File: config.mk
export PLATFORM = sky130hd
export DESIGN_NAME = instruction_fetch
export DESIGN_NICKNAME = d
export VERILOG_FILES = /design/src/rtl/instruction_fetch.sv
export SDC_FILE = /design/constraint.sdc
export NUM_CORES = 1
export LEC_CHECK = 0
export ABC_AREA = 1
export CORE_MARGIN = 8
export CORE_UTILIZATION = 42
export DETAILED_ROUTE_END_ITERATION = 6
export GPL_TIMING_DRIVEN = 0
export HOLD_SLACK_MARGIN = 0.15
export PLACE_DENSITY = 0.75
export SLEW_MARGIN = 20
export SYNTH_ARGS = -nofsm -noshare
export SYNTH_HDL_FRONTEND = slang
export SYNTH_SLANG_ARGS = --single-unit
export TNS_END_PERCENT = 50
File: constraint.sdc
create_clock -name clk -period 1.5 [get_ports clk]
set_input_delay 0.3 -clock clk [delete_from_list [all_inputs] [get_ports clk]]
set_output_delay 0.3 -clock clk [all_outputs]
set_load 0.005 [all_outputs]
File: src/rtl/instruction_fetch.sv
// Fetch stage: owns the PC, addresses the program ROM and registers the returned
// word into the IF/ID pipeline register, with stall, redirect/flush and a debug counter.
module instruction_fetch #(
  parameter logic [31:0] RESET_PC  = 32'h0000_0000,
  parameter logic [31:0] NOP_INSTR = 32'h0000_0013,
  parameter int unsigned COUNT_W   = 16
) (
  input  logic               clk,
  input  logic               rst_n,
  input  logic               stall_i,
  input  logic               redirect_i,
  input  logic [31:0]        redirect_pc_i,
  output logic [31:0]        Rom_addr,
  input  logic [31:0]        Rom_data,
  output logic               if_id_valid,
  output logic [31:0]        if_id_instr,
  output logic [31:0]        if_id_pc,
  output logic [31:0]        if_id_pc_plus4,
  output logic               misalign_o,
  output logic [COUNT_W-1:0] fetch_count
);

  localparam logic [31:0]        PC_RST  = {RESET_PC[31:2], 2'b00};
  localparam logic [COUNT_W-1:0] CNT_ONE = {{(COUNT_W-1){1'b0}}, 1'b1};

  logic [31:0]        pc_q, pc_d;
  logic               valid_q, valid_d;
  logic [31:0]        instr_q, instr_d;
  logic [31:0]        id_pc_q, id_pc_d;
  logic [31:0]        id_pc4_q, id_pc4_d;
  logic               misalign_q, misalign_d;
  logic [COUNT_W-1:0] count_q, count_d;

  // Redirect outranks stall so a taken branch is never lost behind a hazard.
  always_comb begin
    pc_d       = pc_q;
    valid_d    = valid_q;
    instr_d    = instr_q;
    id_pc_d    = id_pc_q;
    id_pc4_d   = id_pc4_q;
    misalign_d = misalign_q;
    count_d    = count_q;
    if (redirect_i) begin
      pc_d       = {redirect_pc_i[31:2], 2'b00};
      valid_d    = 1'b0;
      instr_d    = NOP_INSTR;
      id_pc_d    = '0;
      id_pc4_d   = '0;
      misalign_d = misalign_q | (|redirect_pc_i[1:0]);
    end else if (!stall_i) begin
      pc_d     = pc_q + 32'd4;
      valid_d  = 1'b1;
      instr_d  = Rom_data;
      id_pc_d  = pc_q;
      id_pc4_d = pc_q + 32'd4;
      if (count_q != '1) begin
        count_d = count_q + CNT_ONE;
      end
    end
  end

  always_ff @(posedge clk or negedge rst_n) begin
    if (!rst_n) begin
      pc_q       <= PC_RST;
      valid_q    <= 1'b0;
      instr_q    <= NOP_INSTR;
      id_pc_q    <= '0;
      id_pc4_q   <= '0;
      misalign_q <= 1'b0;
      count_q    <= '0;
    end else begin
      pc_q       <= pc_d;
      valid_q    <= valid_d;
      instr_q    <= instr_d;
      id_pc_q    <= id_pc_d;
      id_pc4_q   <= id_pc4_d;
      misalign_q <= misalign_d;
      count_q    <= count_d;
    end
  end

  assign Rom_addr       = pc_q;
  assign if_id_valid    = valid_q;
  assign if_id_instr    = instr_q;
  assign if_id_pc       = id_pc_q;
  assign if_id_pc_plus4 = id_pc4_q;
  assign misalign_o     = misalign_q;
  assign fetch_count    = count_q;

endmodule

Yosys cells after proc, flatten, opt, wreduce, memory -nomap -nowiden
Cells that the tools add are included.

word-level totals
  bits in registers = 146
  latch bits = 0
  bits in writable memories = 0
  bits in read-only memories = 0
  input port bits = 68
  memories = 0

cells by class
  add/subtract/negate cells = 2
  multiply operators = 0
  div/mod/pow operators = 0
  magnitude comparators = 0
  equality and inequality tests = 2
  shift operators = 0
  multiplexer cells = 9
  bitwise operators = 3
  reductions and logical operators = 2

operators with widths
  cell                                            number
  2-to-1 mux 32 bit                               7
  adder 32 x 3 -> 32 bit (second input constant)  1
  adder 16 x 1 -> 16 bit (second input constant)  1
  != test 16 bit (second input constant)          1
  AND reduction 3 bit                             1
  2-to-1 mux 1 bit                                2
  != test 2 x 1 -> 1 bit (second input constant)  1
  inverter 1 bit                                  2
  OR reduction 2 bit                              1
  OR 1 bit                                        1

Depth between registers and ports, before layout
  depth in word-level cells = 3
  depth in mapped cells = 10
  mapped depth without buffers = 9

Worst setup path after synthesis
No wires, ideal clock.

  path kind = register to register
  from = register count_q[0], in the netlist fetch_count[0]
  to = register count_q[11], in the netlist fetch_count[11]
  library setup time = 0.116 ns
  arrival time = 1.386 ns
  required time = 1.384 ns
  slack = -0.002 ns
  cell stages (with the launch flop) = 10
  buffers on the path = 1
  clock period less this slack = 1.502 ns
  path through = dfrtp_1 > ha_1 > nand3_2 > nor2_4 > nand3_4 > nand2_8 > inv_4 > buf_6 > nand2_1 > nand2_1

on the way
  word-level cells in the longest chain between the ends = 2
  elaborated cells between the ends (all ways) = 3

RTL lines
  what                                                                            RTL line  RTL
  from (decl)                                                                     32        logic [COUNT_W-1:0] count_q, count_d;
  from (signal assigned)                                                          78        count_q <= count_d;
  parallel branches: the longest is 2 deep, another holds adder 16 x 1 -> 16 bit  n/a

Parallel ways; which one is timed is not known.
A chain may end at the register's enable or synchronous reset.

==> results.cfg <==
[global_routing]
grt_pass1_vias = 6512
antenna_found_initial = 1
grt_util_all_layers = 0.2240
grt_pass1_wl_um = 35020
grt_start_max_net_pins = 97
overflow = 0

[logic_synthesis]
yosysSeqAreaShare = 0.5376
ys_warn_count = 0
synth_area_per_cell_sq_um = 8.423
syn_inst = 780
ys_async_sr_fraction = 1.000
ys_ff_latch = 141
synth_cell_type_count = 36
yosys_most_used_dff = dfrtp_1
synth_edf_count = 0
syn-cell-area_sq_um = 6570

[floorplan]
core_sq_um = 15260
start_util = 0.4306
fp.dieW_um = 141.1
ios = 214
die-area_sq_um = 19900
rows = 45
die_y_um = 141.1

[setup_path]
cp_max_fo = 3
cp-end-kind = primary output
start_kind = register
cp_slowest_cell = dfrtp_1
r2r_start = Rom_addr[2]$_DFFE_PN0N_
path_common_cell = buf_6
r2r_slack_ns = -0.04
crit_arrival_ns = 1.25
cp.required_ns = 1.20
path_cells = buf_6, buf_6, buf_6, buf_6
cpPeakStageDelay_ns = 0.40
r2r_cells = 10
critPathKind = reg -> out
r2r-end = Rom_addr[27]$_DFFE_PN0N_

[routing]
drc = 0
via_per_inst = 5.041
met1_length_um = 9809
totalWireLength_um = 23130
routed-wl-met2_um = 10990
drtIter0Drc = 408
drt-pass1-iter-count = 7
routed.top_layer = met4
vias = 6564
wl_per_cell_um = 17.77
wl_met3_um = 1727
detail-route-antenna-nets = 0

[power_and_ir_drop]
ir_worst_vdd_mv = 0.7986
leakagePower_nw = 5.372
p_per_area_nw_per_um2 = 1051

[final_layout]
finalNetCount = 1147
drive_gt1_frac = 0.2266
area_delta_synth_final_pct = 58.18
final_cells = 1302

[sta]
hold_viol_final = 0
worstMarginPinSlew_ns = 0.7039
worst_slack_ns = -0.05118
post-route-min-period_ns = 1.551
skew_ns = 0.01012
grt_setup_unrepaired = yes
timing.hold.ws_ns = 0.3520
slew-limit-headroom = 0.5308
drv_slew = 0
setup_viol = 8
fmax_ghz = 0.6447
post-route-period-util = 1.034

[run_status]
outcome = finished with violations
violations = setup timing

[clock_network]
cts.clk_slew.worst_paths_ns = 0.06
cts.path.max_buffers = 2
cts_tree = built
clock_latency_ns = 0.42
clock-root-buffer = clkbuf_16
clock_sinks = 141
cts_max_level = 4
numCtsBuffers = 17

[placed_design]
dp_cells = 1203
dp_hpwl_um = 15790
port_buffers = 210
gp_congestion = 0.9113

[job]
maxCapViolCount = 0

[hold_path]
hold_depth = 5
min_to = Rom_addr[31]$_DFFE_PN0N_
min_path_type = in -> reg
min-delay-start = redirect_i
state kept, by name, summed over array words and instances (netlist names):
signal          count
if_id_valid         1
misalign_o          1
if_id_instr        32
if_id_pc           31
if_id_pc_plus4     30
Rom_addr           30
fetch_count        16
layout by cell type (no fill, tap or decap), drive strengths merged, types with 3 or more instances in the layout:
cell | synthesis | routed
inv | 73 | 73
o22a | 3 | 3
dfstp | 3 | 3
xor2 | 12 | 12
nand2 | 292 | 292
buf | 25 | 97
a21oi | 4 | 4
nand4 | 8 | 8
dlygate4sd2 | 0 | 131
nor3 | 5 | 5
clkbuf | 8 | 33
clkdlybuf4s15 | 0 | 8
nor2 | 55 | 55
bufinv | 0 | 4
a22o | 32 | 32
xnor2 | 3 | 3
o21ai | 53 | 53
o211ai | 7 | 7
dfrtp | 138 | 138
clkdlybuf4s50 | 0 | 64
nand3 | 52 | 52
critical path: cells and delay by family, from the launching register on:
kind / cells / cell delay (ns)
DFF: 1 / 0.40
buffers and inverters: 4 / 0.43
metal layers:
metal | vias to the layer above | GRT usage
li1 | 3096 | -
met1 | 3131 | 0.2804
met2 | 297 | 0.3695
met3 | 40 | 0.05976
met4 | 0 | 0.07240
met5 | - | 0
stage by stage:
stage	cell area (sq um)	utilization	TNS (ns)	total power [mW]	setup slack, ns
after floorplan	6576	-	0	5.106	0.02330
after global placement	8942	0.5861	-814.61	6.247	-5.544
after detailed placement	8975	0.5882	-43.42	6.291	-0.5574
after CTS	9961	0.6528	-0.1019	10.80	-0.07231
after global routing	10390	0.6811	-1.929	11.38	-0.1156
final	10390	0.6811	-0.2073	10.93	-0.05118
worst max path at each step:
stage / from / end / slack (ns) / cells after the start
6_report: if_id_pc[1]$_DFFE_PN0N_ / if_id_pc_plus4[1] / -0.05 / 4
3_5_place_dp: stall_i / if_id_pc[22]$_DFFE_PN0N_ / -0.56 / 5
3_3_place_gp: rst_n / if_id_pc[31]$_DFFE_PN0N_ / -5.54 / 1
2_1_floorplan: fetch_count[0]$_DFFE_PN0P_ / fetch_count[11]$_DFFE_PN0P_ / 0.02 / 9
5_1_grt: Rom_addr[10]$_DFFE_PN0N_ / Rom_addr[16]$_DFFE_PN0N_ / -0.12 / 9
4_1_cts: if_id_pc[1]$_DFFE_PN0N_ / if_id_pc_plus4[1] / -0.07 / 4
what timing repair did:
action | in CTS | in global routing
hold buffers | 1 | 0
gates resized for setup | 213 | 98
pin swaps | 9 | 35
endpoints found under the hold margin | 45 | 0
endpoints found under the setup margin | 220 | 74
buffers inserted | 49 | 17
area by class of cell:
type / instances / area [sq um]
Inverter: 73 / 279.0
Clock buffer: 25 / 465.4
Clock inverter: 7 / 137.6
Tap cell: 211 / 264.0
Multi-Input combinational cell: 534 / 2982
Sequential cell: 141 / 3561
Antenna cell: 1 / 2.502
Fill cell: 1225 / 4866
Timing Repair Buffer: 277 / 2496
Buffer: 33 / 205.2
cell usage after synthesis (12+ instances only):
cell	instances	area (sq um)
nor2_1	44	165.2
a22o_1	32	280.3
xor2_1	12	105.1
inv_1	68	255.2
nand3_1	49	245.2
nand2_1	291	1092
dfrtp_1	138	3453
o21ai_0	52	260.3
buf_2	13	65.06
report_power, final:
| part | switching, mW | internal [mW] | total, mW |
|---|---|---|---|
| Sequential | 0.225 | 4.13 | 4.35 |
| Combinational | 1.10 | 1.05 | 2.15 |
| Clock | 1.59 | 2.83 | 4.42 |
| Total | 2.92 | 8.00 | 10.9 |
kinds of logic after synthesis:
family | count (synthesis) | synth area share
compound gates | 100 | 0.09922
xor+xnor | 15 | 0.02000
fa+ha+maj | 2 | 0.003808
buf+inv | 106 | 0.07027
flops | 141 | 0.5376
other cells | 1 | 0.0005708
simple gates | 415 | 0.2685
Power figures use the tool's default switching activity.
